[src/rtl/sha_ctrl_pkg.sv]
// Shared types and defaults for the nonce sweep controller.
package sha_ctrl_pkg;
  typedef enum logic [2:0] {IDLE, ISSUE, COLLECT, CHECK, FINISH} state_t;

  localparam int DEF_BATCH   = 16;
  localparam int DEF_TIMEOUT = 256;

  // One bit wider than a nonce so a carry past 2^32 stays visible.
  typedef logic [32:0] nsum_t;

  function automatic nsum_t nonce_add(input logic [31:0] a, input logic [31:0] b);
    return {1'b0, a} + {1'b0, b};
  endfunction
endpackage

[src/rtl/nonce_sweep_ctrl_if.sv]
// Controller <-> shared SHA-256 core link: pass launch/abort and result stream.
interface nonce_sweep_ctrl_if;
  logic        core_start;
  logic [31:0] core_nonce_base;
  logic        core_abort;
  logic        res_valid;
  logic [31:0] res_h0;

  modport master (output core_start, core_nonce_base, core_abort, input res_valid, res_h0);
  modport slave  (input core_start, core_nonce_base, core_abort, output res_valid, res_h0);
endinterface

[src/rtl/nonce_sweep_ctrl.sv]
// Sweeps a nonce range through the shared hash core in BATCH-sized passes and
// reports the lowest nonce whose H0 falls below target.
module nonce_sweep_ctrl
  import sha_ctrl_pkg::*;
#(
  parameter int BATCH   = DEF_BATCH,
  parameter int TIMEOUT = DEF_TIMEOUT
) (
  input  logic               clk,
  input  logic               reset,
  input  logic               start,
  input  logic               abort,
  input  logic [31:0]        nonce_base,
  input  logic [31:0]        nonce_limit,
  input  logic [31:0]        target,
  nonce_sweep_ctrl_if.master core,
  output logic               busy,
  output logic               done,
  output logic               found,
  output logic [31:0]        found_nonce,
  output logic               error,
  output logic [15:0]        batches_run
);
  localparam int IW = $clog2(BATCH);
  localparam int WW = $clog2(TIMEOUT + 1);

  state_t        state, nxt;
  logic [31:0]   lim, tgt, cur_base;
  logic [IW-1:0] res_idx;
  logic [WW-1:0] wdog;
  logic          kill;
  logic          go, tmo, last_res, hit, final_pass;
  nsum_t         res_nonce, next_base;

  always_comb begin
    go         = start && !abort;
    res_nonce  = nonce_add(cur_base, 32'(res_idx));
    next_base  = nonce_add(cur_base, 32'(BATCH));
    last_res   = core.res_valid && (res_idx == IW'(BATCH - 1));
    tmo        = !core.res_valid && (wdog == WW'(TIMEOUT - 1));
    hit        = (state == COLLECT) && core.res_valid && !abort && !found &&
                 (core.res_h0 < tgt) && (res_nonce <= {1'b0, lim});
    final_pass = found || (next_base > {1'b0, lim});
  end

  always_ff @(posedge clk or posedge reset)
    if (reset) state <= IDLE;
    else       state <= nxt;

  always_comb begin
    nxt = state;
    case (state)
      IDLE:    if (go) nxt = (nonce_limit < nonce_base) ? FINISH : ISSUE;
      ISSUE:   nxt = abort ? FINISH : COLLECT;
      COLLECT: if (abort || tmo) nxt = FINISH;
               else if (last_res) nxt = CHECK;
      CHECK:   nxt = (abort || final_pass) ? FINISH : ISSUE;
      FINISH:  nxt = IDLE;
      default: nxt = IDLE;
    endcase
  end

  always_comb begin
    core.core_start      = (state == ISSUE);
    core.core_abort      = (state == FINISH) && kill;
    core.core_nonce_base = cur_base;
    busy                 = (state != IDLE);
    done                 = (state == FINISH);
  end

  always_ff @(posedge clk or posedge reset) begin
    if (reset) begin
      lim         <= '0;
      tgt         <= '0;
      cur_base    <= '0;
      res_idx     <= '0;
      wdog        <= '0;
      kill        <= 1'b0;
      found       <= 1'b0;
      found_nonce <= '0;
      error       <= 1'b0;
      batches_run <= '0;
    end else begin
      // kill marks a FINISH reached by abort or watchdog, so the core is told to drop its pass
      kill <= (state == ISSUE || state == COLLECT || state == CHECK) &&
              (abort || (state == COLLECT && tmo));
      case (state)
        IDLE: if (go) begin
          lim         <= nonce_limit;
          tgt         <= target;
          cur_base    <= nonce_base;
          found       <= 1'b0;
          found_nonce <= '0;
          error       <= 1'b0;
          batches_run <= '0;
        end
        ISSUE: begin
          res_idx <= '0;
          wdog    <= '0;
        end
        COLLECT: begin
          if (core.res_valid) begin
            res_idx <= res_idx + IW'(1);
            wdog    <= '0;
          end else begin
            wdog <= wdog + WW'(1);
          end
          if (hit) begin
            found       <= 1'b1;
            found_nonce <= res_nonce[31:0];
          end
          if (tmo && !abort) error <= 1'b1;
        end
        CHECK: begin
          if (batches_run != 16'hFFFF) batches_run <= batches_run + 16'd1;
          if (!abort && !final_pass) cur_base <= next_base[31:0];
        end
        default: ;
      endcase
    end
  end
endmodule

[src/flat_wrapper.sv]
// flat-port wrapper written by rule: the top's interface ports become plain ports
module nonce_sweep_ctrl_flat import sha_ctrl_pkg::*;
#(
  parameter int BATCH   = DEF_BATCH,
  parameter int TIMEOUT = DEF_TIMEOUT
)
  (clk, reset, start, abort, nonce_base, nonce_limit, target, busy, done, found, found_nonce, error, batches_run, core_core_start, core_core_nonce_base, core_core_abort, core_res_valid, core_res_h0);
  nonce_sweep_ctrl_if core_i ();
  input  logic clk;
  input  logic reset;
  input  logic start;
  input  logic abort;
  input  logic [31:0] nonce_base;
  input  logic [31:0] nonce_limit;
  input  logic [31:0] target;
  output logic busy;
  output logic done;
  output logic found;
  output logic [31:0] found_nonce;
  output logic error;
  output logic [15:0] batches_run;
  output wire logic [$bits(core_i.core_start)-1:0] core_core_start;
  output wire logic [$bits(core_i.core_nonce_base)-1:0] core_core_nonce_base;
  output wire logic [$bits(core_i.core_abort)-1:0] core_core_abort;
  input wire logic [$bits(core_i.res_valid)-1:0] core_res_valid;
  input wire logic [$bits(core_i.res_h0)-1:0] core_res_h0;
  assign core_core_start = core_i.core_start;
  assign core_core_nonce_base = core_i.core_nonce_base;
  assign core_core_abort = core_i.core_abort;
  assign core_i.res_valid = core_res_valid;
  assign core_i.res_h0 = core_res_h0;
  nonce_sweep_ctrl #(.BATCH(BATCH), .TIMEOUT(TIMEOUT)) u_core (.clk(clk), .reset(reset), .start(start), .abort(abort), .nonce_base(nonce_base), .nonce_limit(nonce_limit), .target(target), .core(core_i), .busy(busy), .done(done), .found(found), .found_nonce(found_nonce), .error(error), .batches_run(batches_run));
endmodule
[config.mk]
export PLATFORM = sky130hd
export DESIGN_NAME = nonce_sweep_ctrl_flat
export DESIGN_NICKNAME = d
export VERILOG_FILES = /design/src/rtl/sha_ctrl_pkg.sv /design/src/rtl/nonce_sweep_ctrl_if.sv /design/src/rtl/nonce_sweep_ctrl.sv /design/src/flat_wrapper.sv
export SDC_FILE = /design/constraint.sdc
export NUM_CORES = 1
export LEC_CHECK = 0
export CORE_AREA = 5 5 106 207
export CTS_CLUSTER_SIZE = 8
export DETAILED_ROUTE_END_ITERATION = 12
export DIE_AREA = 0 0 111 212
export GPL_TIMING_DRIVEN = 0
export PLACE_DENSITY_LB_ADDON = 0.15
export SYNTH_ARGS = -nofsm -noshare
export SYNTH_HDL_FRONTEND = slang
export SYNTH_SLANG_ARGS = --single-unit
[constraint.sdc]
create_clock -name clk -period 11.4 [get_ports clk]
set_input_delay 2.28 -clock clk [delete_from_list [all_inputs] [get_ports clk]]
set_output_delay 2.28 -clock clk [all_outputs]
set_load 0.02 [all_outputs]
## After elaboration in Yosys (flattened, before gate mapping)

Index checks and enable logic that the tools add are counted.
Widths: inputs -> output; s select.

- Register bits: 163
- Output and inout bits: 86
- Logic and storage cells: 94

- Add/subtract/negate cells: 5
- Order comparisons: 4
- Equal/unequal tests: 14
- Multiplexer cells: 25
- Reductions and logical operators: 35

Operator list:

| cell | number |
|---|---|
| $mux 32 | 4 |
| $pmux 32 s2 | 2 |
| $lt 32x32->1 | 2 |
| $add 32x4->33 | 1 |
| $add 32x5->33 const B | 1 |
| $gt 33x32->1 | 1 |
| $le 33x32->1 | 1 |
| $mux 16 | 2 |
| $pmux 16 s2 | 1 |
| $mux 3 | 6 |
| $pmux 9 s2 | 1 |
| $add 16x1->16 const B | 1 |
| $ne 16x16->1 const B | 1 |
| $logic_and 1x1->1 | 13 |
| $pmux 3 s4 | 1 |
| $reduce_and 3->1 | 4 |
| $add 9x1->9 const B | 1 |
| $eq 9x8->1 const B | 1 |
| $mux 9 | 1 |
| $ne 2x2->1 const B | 4 |
| $pmux 4 s2 | 1 |
| $eq 3x2->1 const B | 2 |
| $logic_or 1x1->1 | 6 |
| $reduce_and 2->1 | 3 |
| other kinds (13) | 22 |

## Depth between registers and ports, before layout

- Depth after elaboration: 8
- Depth in mapped cells: 19

## Worst setup path before layout

Ideal clock, no wire load.

- Path type: input port to flip-flop
- From: input port core_res_h0[2]
- To: register u_core.found_nonce[2]
- Library setup time: 0.125 ns
- Arrival: 4.484 ns
- Required time: 11.275 ns
- Path slack: 6.791 ns
- Cell stages on the path: 10
- Buffers on the path: 1
- Cell sequence: ha_1 > a21o_1 > a31oi_1 > o211ai_1 > a31o_2 > a211oi_1 > o31ai_1 > a211oi_2 > buf_2 > mux2_2

- Word-level cells in the longest chain between the ends: 5

Ends and longest elaborated chain:

| element | line | source |
|---|---|---|
| start: declaration | flat_wrapper.sv:26 | `input wire logic [$bits(core_i.res_h0)-1:0] core_res_h0;` |
| $lt 32x32->1 | nonce_sweep_ctrl.sv:42 | `(core.res_h0 < tgt) && (res_nonce <= {1'b0, lim});` |
| $logic_and 1x1->1 | nonce_sweep_ctrl.sv:41 | `hit = (state == COLLECT) && core.res_valid && !abort && !found &&` |
| $logic_and 1x1->1 | nonce_sweep_ctrl.sv:42 |  |
| $ne 2x1->1 (no line) | - |  |
| $reduce_and 3->1 (no line) | - |  |
| end signal: assignment | nonce_sweep_ctrl.sv:110 | `found_nonce <= res_nonce[31:0];` |
| end: declaration | nonce_sweep_ctrl.sv:20 | `output logic [31:0] found_nonce,` |

No other way between the ends.
A chain may end at the register's enable or synchronous reset.

## Worst setup path in the final report

- From: register u_core.cur_base[4] (netlist: u_core.core.core_nonce_base[4])
- To: register u_core.found_nonce[3]

- Word-level cells in the longest chain between the ends: 5

Ends and longest elaborated chain:

| element | line | source |
|---|---|---|
| start: declaration | nonce_sweep_ctrl.sv:28 | `logic [31:0] lim, tgt, cur_base;` |
| start signal: assignment | nonce_sweep_ctrl.sv:91 | `cur_base <= nonce_base;` |
| start signal: assignment | nonce_sweep_ctrl.sv:116 | `if (!abort && !final_pass) cur_base <= next_base[31:0];` |
| $add 32x4->33 | sha_ctrl_pkg.sv:12 | `return {1'b0, a} + {1'b0, b};` |
| $le 33x32->1 | nonce_sweep_ctrl.sv:42 |  |
| $logic_and 1x1->1 | nonce_sweep_ctrl.sv:42 |  |
| $ne 2x1->1 (no line) | - |  |
| $reduce_and 3->1 (no line) | - |  |

No other way between the ends.

==> run metrics <==
status completed; main area contributors after synthesis dfrtp_1, ha_1, o21ai_0; Avg Inst Size Synth 8.795 sq um; register area 4079 sq um; Reg clk slew, reported paths 0.07 ns; dpl cell area 13,770 sq um; vias in the first global route 10,910; worst-path cell chain ha_1 > nand3_2 > nor4_4 > and2_1 > buf_6 > nand3_4 > or3_4 > nor2_4 > xnor2_1 > ha_1 > nand3_1 > nor3_1 > nand4_1 > nor2_1 > nor2_1 > a211oi_2 > buf_2 > mux2_2; slowest cell on the critical path a211oi_2; met1 WL 11,840 um; Hold Path Class register to register; htree depth 4; Die Y 212 um; RSZ-0062 raised after global routing false; Layout Nets 1,783; fraction of registers with async set/reset 100.0%; row count 74; number of buffer and inverter stages on the critical path 2; Ports 219; area grow syn2layout 27.64%; CP startpoint kind register; WL met2 18,020 um; EDFF count, synth 0; # DRC 0; pwr/cell area 211.8 nW/um^2; Congestion Overflow GR 0; Post-Syn Area 11,220 sq um; met3 WL 2429 um; fin util 70.64%; WL final 34,980 um; initial core utilization 55.34%; minimum clock period 5.802 ns; CP arrival 6.12 ns; syn nets 1,545; CTS tree built; Hold-fix buffers, CTS 0; total CTS buffers 17; Slew @ Worst Pin 1.046 ns; Total Routing Usage GR 29.66%; antenna violations before repair 0; post-CTS setup buffer count 0; final hold viol count 0; Final ANT Viol Nets 0; post-synthesis register bit count 163; Peak VDD IR 129.6 uV; Resized cells post-CTS 0; Final Skew 0.01126 ns; largest net degree at the start of global routing 110; commonest non-fill, non-tap cell in the layout clkdlybuf4s50_1; Setup-failing EPs final 0; top fanout value on the critical path 10; largest family of logic cells by synthesized area simple AND/OR/NAND/NOR gates; DP Cell Count 1,761; Synth Instances 1,276; TNS Setup 0 ns; Synth Area in XOR/XNOR 5.151%; post-route cell area 14,320 sq um; IO buf count 218; Max Cap Viol 0; Pre-antenna DRT Iters 5; Fmax achieved 172.4 MHz; area of the multi-input gates 6485 sq um; 1st-iter DRT viols 480; uppermost layer routed met4; post-synthesis simple-gate area fraction 18.27%; Slew Limit Headroom 30.24%; Inserted Diodes 0; Main synth FF type dfrtp_1; ratio of cells with drive above 1 in the final layout 5.894%; most frequent cells in the layout clkdlybuf4s50_1, nand2_1, dfrtp_1; Max clock buf depth 2; dpl hpwl 27,660 um; core region area 20,280 sq um; Synth Area in Adders 15.23%; first-pass GRT wire length 54,940 um; Unique masters post-synth 59; Setup Crit Path Kind register to register; wire per inst 19.51 um; Filler Cells Inserted 1,640; multiplexer share of the synthesized area 4.326%; critical path's largest stage delay 0.73 ns; Root Driver clkbuf_16; Die Width 111 um; crit share post-route 50.89%; compound-gate portion of the synthesized area 14.81%; post-synthesis sequential area ratio 36.35%; Slew Limit Fails 0; required time at the worst-slack endpoint 11.72 ns; vias per inst 5.765; routability cong. 0.9862; area leader, netlist dfrtp_1; via count 10,340; CP Capture Type register; Non-Filler Instances 1,793; delay-heaviest family, CP simple AND/OR/NAND/NOR gates; Worst-Skew Late Latency 0.44 ns; Yosys top cell area share 36.35%; Clock Sinks 163; Die Area 23,530 sq um; leakage power of the design 6.573 nW; yosys warns 0
[cell families (layout without fill, tap and decap cells)]
kind of cell,count (synthesis),after routing
xor gates and xnor gates,66,66
DFF,163,163
adders and majority gates,136,136
buffers and inverters,170,421
and+or+nand+nor,417,417
muxes,44,44
AOI/OAI and AO/OA,280,280
[cell usage after synthesis, types with 3 or more instances]
cell / instances
nand2_1: 165
dfrtp_1: 163
o21ai_0: 139
ha_1: 135
inv_1: 121
nor2_1: 68
a21oi_1: 52
xnor2_1: 47
and2_1: 37
clkbuf_1: 35
mux2_2: 32
nand3_1: 31
nand4_1: 31
a21o_1: 25
xor2_1: 19
nor3_1: 17
and3_1: 13
or3_1: 13
a31oi_1: 11
and4_1: 11
mux2i_1: 11
buf_2: 10
nand2b_1: 9
a211oi_1: 7
a22oi_1: 6
nor4_1: 6
o32a_1: 6
nor2b_1: 5
a221oi_1: 4
o211ai_1: 4
buf_1: 3
or2_2: 3
[report_power, final]
group	internal, mW	switching [mW]	leakage, nW
combinational	0.651	0.916	4.20
sequential	0.761	0.146	2.10
clock	0.307	0.252	0.271
[per-stage QoR]
| step | power [mW] | hold WS, ns | setup WS, ns |
|---|---|---|---|
| after detailed placement | 2.448 | 0.4654 | 5.518 |
| after global routing | 3.252 | 0.5069 | 5.432 |
| after floorplan | 1.884 | 0.4424 | 4.715 |
| after CTS | 3.022 | 0.4771 | 5.739 |
| after global placement | 2.386 | 0.4635 | 2.369 |
| final | 3.033 | 0.4774 | 5.598 |
[final cells by class]
type / count / share of cell area (%)
Sequential cell: 163 / 28.48
Inverter: 121 / 3.223
Timing Repair Buffer: 219 / 15.43
Clock inverter: 12 / 0.7338
Tap cell: 266 / 2.324
Clock buffer: 20 / 3.118
Buffer: 49 / 1.424
Multi-Input combinational cell: 943 / 45.27
[state kept, by name (all words and copies together), names as in the netlist, 3 cells and up]
signal                       count
u_core.found_nonce              32
u_core.tgt                      32
u_core.state                     3
u_core.res_idx                   4
u_core.lim                      32
u_core.wdog                      9
u_core.core.core_nonce_base     32
u_core.batches_run              16
[path summary, 6_finish.rpt]
path / depth (start not counted) / startpoint / to / slack (ns)
setup / recovery: 18 / u_core.core.core_nonce_base[4] / u_core.found_nonce[3] / 5.60
hold / removal: 1 / u_core.wdog[7] / u_core.wdog[7] / 0.48
setup reg to reg: 18 / u_core.core.core_nonce_base[4] / u_core.found_nonce[3] / 5.60
hold reg to reg: 1 / u_core.wdog[7] / u_core.wdog[7] / 0.48
max in group asynchronous: 3 / reset / u_core.found_nonce[25] / 8.27
min in group asynchronous: 2 / reset / u_core.wdog[0] / 2.24
[routing by layer]
metal / track usage, % / up-vias
met5: 0 / -
li1: - / 4910
met4: 21.34 / 0
met1: 29.17 / 4835
met3: 7.491 / 150
met2: 53.65 / 441
Note: power is estimated with default switching activity, not from simulation.
